[config.mk]
export PLATFORM = sky130hd
export DESIGN_NAME = decoder_pipe_func
export DESIGN_NICKNAME = d
export VERILOG_FILES = /design/src/rtl/decoder_pkg.sv /design/src/rtl/decoder_nx.sv /design/src/rtl/decoder_pipe_func.sv
export SDC_FILE = /design/constraint.sdc
export NUM_CORES = 1
export LEC_CHECK = 0
export ABC_AREA = 1
export CORE_AREA = 2 2 47 49
export CTS_CLUSTER_DIAMETER = 80
export DETAILED_ROUTE_END_ITERATION = 8
export DIE_AREA = 0 0 49 51
export DONT_BUFFER_PORTS = 1
export GPL_ROUTABILITY_DRIVEN = 0
export PLACE_DENSITY = 0.72
export SETUP_SLACK_MARGIN = 0.3
export SLEW_MARGIN = 40
export SYNTH_ARGS = -nofsm -noshare
export SYNTH_HDL_FRONTEND = slang
export SYNTH_HIERARCHICAL = 1
export SYNTH_SLANG_ARGS = --single-unit
[constraint.sdc]
create_clock -name clk -period 1.73 [get_ports clk]
set_clock_uncertainty 0.2 [all_clocks]
set_input_delay 0.173 -clock clk [delete_from_list [all_inputs] [get_ports clk]]
set_output_delay 0.173 -clock clk [all_outputs]
set_load 0.005 [all_outputs]
[src/rtl/decoder_pkg.sv]
// Shared constants and the one-hot decode helper for the decoder_pipe_func slice.
//   SEL_W_MAX        : widest supported select
//   OUT_W_MAX        : widest decoded word (2**SEL_W_MAX)
//   DEC_MASK_DEFAULT : reset minterm mask (minterms 1,3,6,7)
//   onehot_dec()     : sel -> one-hot word, all zeros when en is low
package decoder_pkg;

  localparam int unsigned SEL_W_MAX = 6;
  localparam int unsigned OUT_W_MAX = 1 << SEL_W_MAX;

  localparam logic [OUT_W_MAX-1:0] DEC_MASK_DEFAULT = 64'hCA;

  function automatic logic [OUT_W_MAX-1:0] onehot_dec(input logic [SEL_W_MAX-1:0] sel,
                                                      input logic                 en);
    logic [OUT_W_MAX-1:0] word;
    word = '0;
    if (en) word[sel] = 1'b1;
    return word;
  endfunction

endpackage

[src/rtl/decoder_nx.sv]
// Combinational SEL_W-to-OUT_W decoder with a three-line enable.
// Ports:
//   e1_n, e2_n : enables, active-low
//   e3         : enable, active-high
//   sel        : select code, sel[SEL_W-1] is the MSB
//   y          : decoded word; active-low (inactive = all ones) when ACTIVE_LOW,
//                else active-high (inactive = all zeros)
module decoder_nx
  import decoder_pkg::*;
#(
  parameter int unsigned SEL_W      = 3,
  parameter bit          ACTIVE_LOW = 1'b1,
  localparam int unsigned OUT_W     = 1 << SEL_W
) (
  input  logic             e1_n,
  input  logic             e2_n,
  input  logic             e3,
  input  logic [SEL_W-1:0] sel,
  output logic [OUT_W-1:0] y
);

  logic             en;
  logic [OUT_W-1:0] onehot;

  always_comb begin
    en     = e3 & ~e1_n & ~e2_n;
    onehot = OUT_W'(onehot_dec(SEL_W_MAX'(sel), en));
    y      = ACTIVE_LOW ? ~onehot : onehot;
  end

endmodule

[src/rtl/decoder_pipe_func.sv]
// Two-stage valid/ready decoder with a runtime-programmable minterm function.
//   Stage 1 captures the decoded word, stage 2 captures y and func = |(onehot & mask_q).
// Ports:
//   clk, rst_n          : clock, synchronous active-low reset
//   e1_n, e2_n, e3      : decoder enables
//   in_valid, in_ready  : input handshake (in_ready is combinational from out_ready)
//   sel                 : select code
//   cfg_we, cfg_mask    : mask write; mask_q reads the current mask back
//   out_valid, out_ready: output handshake
//   y, func             : decoded word (polarity per ACTIVE_LOW) and minterm result
//   hit_cnt             : only with DECODER_HIT_CNT_EN; saturating count of output
//                         handshakes with func = 1, cleared by cfg_we
module decoder_pipe_func
  import decoder_pkg::*;
#(
  parameter int unsigned  SEL_W      = 3,
  parameter bit           ACTIVE_LOW = 1'b1,
  parameter logic [63:0]  MASK_RST   = DEC_MASK_DEFAULT,
  localparam int unsigned OUT_W      = 1 << SEL_W
) (
  input  logic             clk,
  input  logic             rst_n,
  input  logic             e1_n,
  input  logic             e2_n,
  input  logic             e3,
  input  logic             in_valid,
  output logic             in_ready,
  input  logic [SEL_W-1:0] sel,
  input  logic             cfg_we,
  input  logic [OUT_W-1:0] cfg_mask,
  output logic [OUT_W-1:0] mask_q,
  output logic             out_valid,
  input  logic             out_ready,
  output logic [OUT_W-1:0] y,
`ifdef DECODER_HIT_CNT_EN
  output logic [15:0]      hit_cnt,
`endif
  output logic             func
);

  localparam logic [OUT_W-1:0] YInactive = ACTIVE_LOW ? '1 : '0;
  localparam logic [OUT_W-1:0] MaskInit  = OUT_W'(MASK_RST);

  logic [OUT_W-1:0] dec_y;
  logic [OUT_W-1:0] s1_onehot;
  logic             s2_adv, s1_adv, accept;

  logic             s1_valid_q, s1_valid_d;
  logic [OUT_W-1:0] s1_y_q, s1_y_d;
  logic             out_valid_q, out_valid_d;
  logic [OUT_W-1:0] y_q, y_d;
  logic             func_q, func_d;
  logic [OUT_W-1:0] mask_reg_q, mask_reg_d;

  decoder_nx #(
    .SEL_W      (SEL_W),
    .ACTIVE_LOW (ACTIVE_LOW)
  ) u_dec (
    .e1_n (e1_n),
    .e2_n (e2_n),
    .e3   (e3),
    .sel  (sel),
    .y    (dec_y)
  );

  always_comb begin
    s2_adv = ~out_valid_q | out_ready;
    s1_adv = ~s1_valid_q | s2_adv;
    accept = in_valid & s1_adv;
    // Stage 1 holds the polarity-applied word; undo polarity to get the one-hot.
    s1_onehot = ACTIVE_LOW ? ~s1_y_q : s1_y_q;

    s1_valid_d = s1_adv ? accept : s1_valid_q;
    s1_y_d     = accept ? dec_y : s1_y_q;

    out_valid_d = s2_adv ? s1_valid_q : out_valid_q;
    y_d         = y_q;
    func_d      = func_q;
    if (s2_adv && s1_valid_q) begin
      y_d    = s1_y_q;
      // Uses the mask value before any same-edge cfg_we write.
      func_d = |(s1_onehot & mask_reg_q);
    end

    mask_reg_d = cfg_we ? cfg_mask : mask_reg_q;
  end

  always_ff @(posedge clk) begin
    if (!rst_n) begin
      s1_valid_q  <= 1'b0;
      s1_y_q      <= YInactive;
      out_valid_q <= 1'b0;
      y_q         <= YInactive;
      func_q      <= 1'b0;
      mask_reg_q  <= MaskInit;
    end else begin
      s1_valid_q  <= s1_valid_d;
      s1_y_q      <= s1_y_d;
      out_valid_q <= out_valid_d;
      y_q         <= y_d;
      func_q      <= func_d;
      mask_reg_q  <= mask_reg_d;
    end
  end

  assign in_ready  = s1_adv;
  assign out_valid = out_valid_q;
  assign y         = y_q;
  assign func      = func_q;
  assign mask_q    = mask_reg_q;

`ifdef DECODER_HIT_CNT_EN
  logic [15:0] hit_cnt_q, hit_cnt_d;

  always_comb begin
    hit_cnt_d = hit_cnt_q;
    if (cfg_we) begin
      hit_cnt_d = '0;
    end else if (out_valid_q && out_ready && func_q && (hit_cnt_q != 16'hFFFF)) begin
      hit_cnt_d = hit_cnt_q + 16'd1;
    end
  end

  always_ff @(posedge clk) begin
    if (!rst_n) hit_cnt_q <= '0;
    else        hit_cnt_q <= hit_cnt_d;
  end

  assign hit_cnt = hit_cnt_q;
`endif

endmodule

==> flow_summary.toml <==
[run_status]
status = "finished with violations"
failed_checks = "negative hold slack"

[critical_path]
cell_depth_of_the_worst_flop_to_flop_path = 3
path_max_fanout = 3
worstPathArrival_ps = 1460
worstSetupEndpointType = "register"
crit_path_required_time_ps = 1770
timing.setup.critical_path_class = "reg2reg"
worstSetupStartpointType = "register"

[synthesis]
synth.area.mux_share_pct = 0
synth-xor-area-share_pct = 0
synthAdderAreaFrac_pct = 0
synth_simple_gate_area_share_pct = 35.7
netlist_area_um2 = 1130
syn_avg_cell_area_um2 = 7.09
synth_top_family_by_area = "simple AND/OR/NAND/NOR gates"
synth-warning-count = 6
yosysSeqAreaShare_pct = 47.9
compound_gate_portion_of_the_synthesized_area_pct = 7.99
syn-num-nets = 178
mapped_cells = 159
netlist-cell-type-count = 15
synth_seq_cells = 27

[placement]
detailedPlace.worstSlack_ps = 477
post-dp-hpwl_um = 1710
detailed_place.area_um2 = 1140
port_buffers = 0

[hold_path]
holdPathStages = 3
holdCritPathClass = "in2reg"

[layout]
stdcell_area_um2 = 1410
drive_gt1_share_pct = 8.74
fillers = 185
layout.core_utilization_pct = 68.3
finalNetCount = 203
layout_overhead_on_the_synthesized_area_pct = 25.0
insertedDiodeCount = 0

[floorplan]
dieWidth_um = 49
die_y_um = 51
fp.dieArea_um2 = 2500
area_of_the_core_region_um2 = 2060
floorplan.rows = 17
start_util_pct = 54.6
design.portCount = 38

[sta]
achievable-frequency_mhz = 705
timing.final.crit_share_pct = 82.0
finalHoldWorstSlack_ps = -62.3
timing.max_slew.rel_slack_pct = 59.4
tns_ps = 0
max_slew.worst_pin.slew_ps = 609
crit_path_setup_slack_layout_ps = 311
hold_viol_final = 2
maxSlewViolCount = 0
timing.final.crit_period_ps = 1420
rsz0062_at_grt = "true"
setup_viol = 0

[detailed_routing]
detail_route.iter0.violations = 16
routed-via-count = 1072
drt.antenna.violating_nets = 0
remaining_drc_errors = 0
drt_pre_antenna_iters = 4
post_drt_via_cell_ratio = 5.08
totalWireLength_um = 2640
detail_route.wl_per_cell_um = 12.5

[clock_tree]
worstSkewPairLatency_ps = 320
cts_tree = "built"
clock_path_buffers = 2
clkTransAtPathRegs_ps = 150
cts_inserted_buffers = 3
htree_num_levels = 1
numClockSinks = 27
cts-root-buf = "clkbuf_4"

[grt]
grt_overflow_total = 0
grt_pass1_wl_um = 4420
largest_net_degree_at_the_start_of_global_routing = 19
grt_pass1_vias = 1058
grt_util_all_layers_pct = 23.6
grt_antenna_before_repair = 0

[run]
timing.max_cap.violations = 0

[power_and_ir_drop]
power.ir.vdd_worst_mv = 0.674
leakage_uw = 0.000729
power.density_cell_area_nw_per_um2 = 799
-- path summary, 6_finish.rpt --
kind | startpoint | to | slack, ps
worst min-delay path | cfg_we | mask_q[5] | -60
worst min register to register | s1_y_q[3] | s1_y_q[3] | 290
worst max register to register | mask_q[2] | mask_q[2] | 310
worst max-delay path | mask_q[2] | mask_q[2] | 310
-- metrics by stage --
step | total power (uW) | instances | hold WS (ps)
CTS | 1130 | 213 | 244
global route | 1170 | 211 | 77.9
global placement | 812 | 184 | 59.6
floorplan | 800 | 159 | 95.2
finish | 1130 | 211 | -62.3
detailed placement | 817 | 184 | 63.0
-- state kept, by name (all words and copies together), names as in the netlist --
name and count:
func 1, out_valid 1, s1_valid_q 1, s1_y_q 8, mask_q 8, y 8
-- synthesized netlist by cell type --
| library cell | instances | area share (%) |
|---|---|---|
| o211ai_1 | 8 | 5.3 |
| inv_1 | 16 | 5.3 |
| nand3_2 | 1 | 0.89 |
| nand2_1 | 58 | 19 |
| nor2_1 | 20 | 6.7 |
| buf_6 | 1 | 1.0 |
| nor2_4 | 1 | 1.0 |
| nand2_2 | 2 | 1.1 |
| inv_2 | 2 | 0.67 |
| nand3_1 | 13 | 5.8 |
| nand2_4 | 1 | 1.0 |
| o21ai_0 | 4 | 1.8 |
| a21oi_1 | 2 | 0.89 |
| buf_2 | 3 | 1.3 |
| dfxtp_1 | 27 | 48 |
-- routing by layer --
metal | wire length (um) | global-route usage, %
met1 | 1070 | 24.7
met2 | 1370 | 43.6
met3 | 134 | 5.26
met4 | 72 | 13.3
met5 | 0 | 0
-- area by class of cell --
type,count,area [um2],share of cell area [%]
sequential,27,546,38.7
multi-input combinational,110,493,35.0
timing repair buffer,24,240,17.1
inverter,18,67.6,4.80
tap,28,35.0,2.49
clock buffer,3,22.5,1.60
clock inverter,1,5.00,0.355
-- cell usage in the layout, fill, tap and decap left out, types with 3 or more instances in the layout --
cell and n:
nand2_1 58, clkbuf_4 3, nand3_1 13, nor2_1 20, dfxtp_2 4, o211ai_1 8, dlygate4sd3_1 22, o21ai_1 3
dfxtp_1 23, inv_1 16
-- power breakdown --
part / leakage [uW] / internal [uW] / switching (uW)
combinational: 0.000487 / 78.5 / 86.7
clock: 0.0000177 / 86.5 / 176
sequential: 0.000224 / 664 / 33.1
total: 0.000729 / 829 / 296
-- cells by family after synthesis --
group,Yosys count
and+or+nand+nor,96
DFF,27
buffers and inverters,22
AOI/OAI and AO/OA,14
-- critical path, stage by stage (launching register included) --
cell and delay, ps:
dfxtp_1 370, o21ai_1 160, dlygate4sd3_1 570, nor2_1 40
-- what timing repair did --
action                                 in CTS  in global routing
gates resized for setup                     0                  8
setup buffers                               0                  0
endpoints found under the hold margin      27                  2
setup endpoints to repair                   0                  7
hold buffers                               25                  2
No activity file was read; power rests on OpenSTA's default activity.
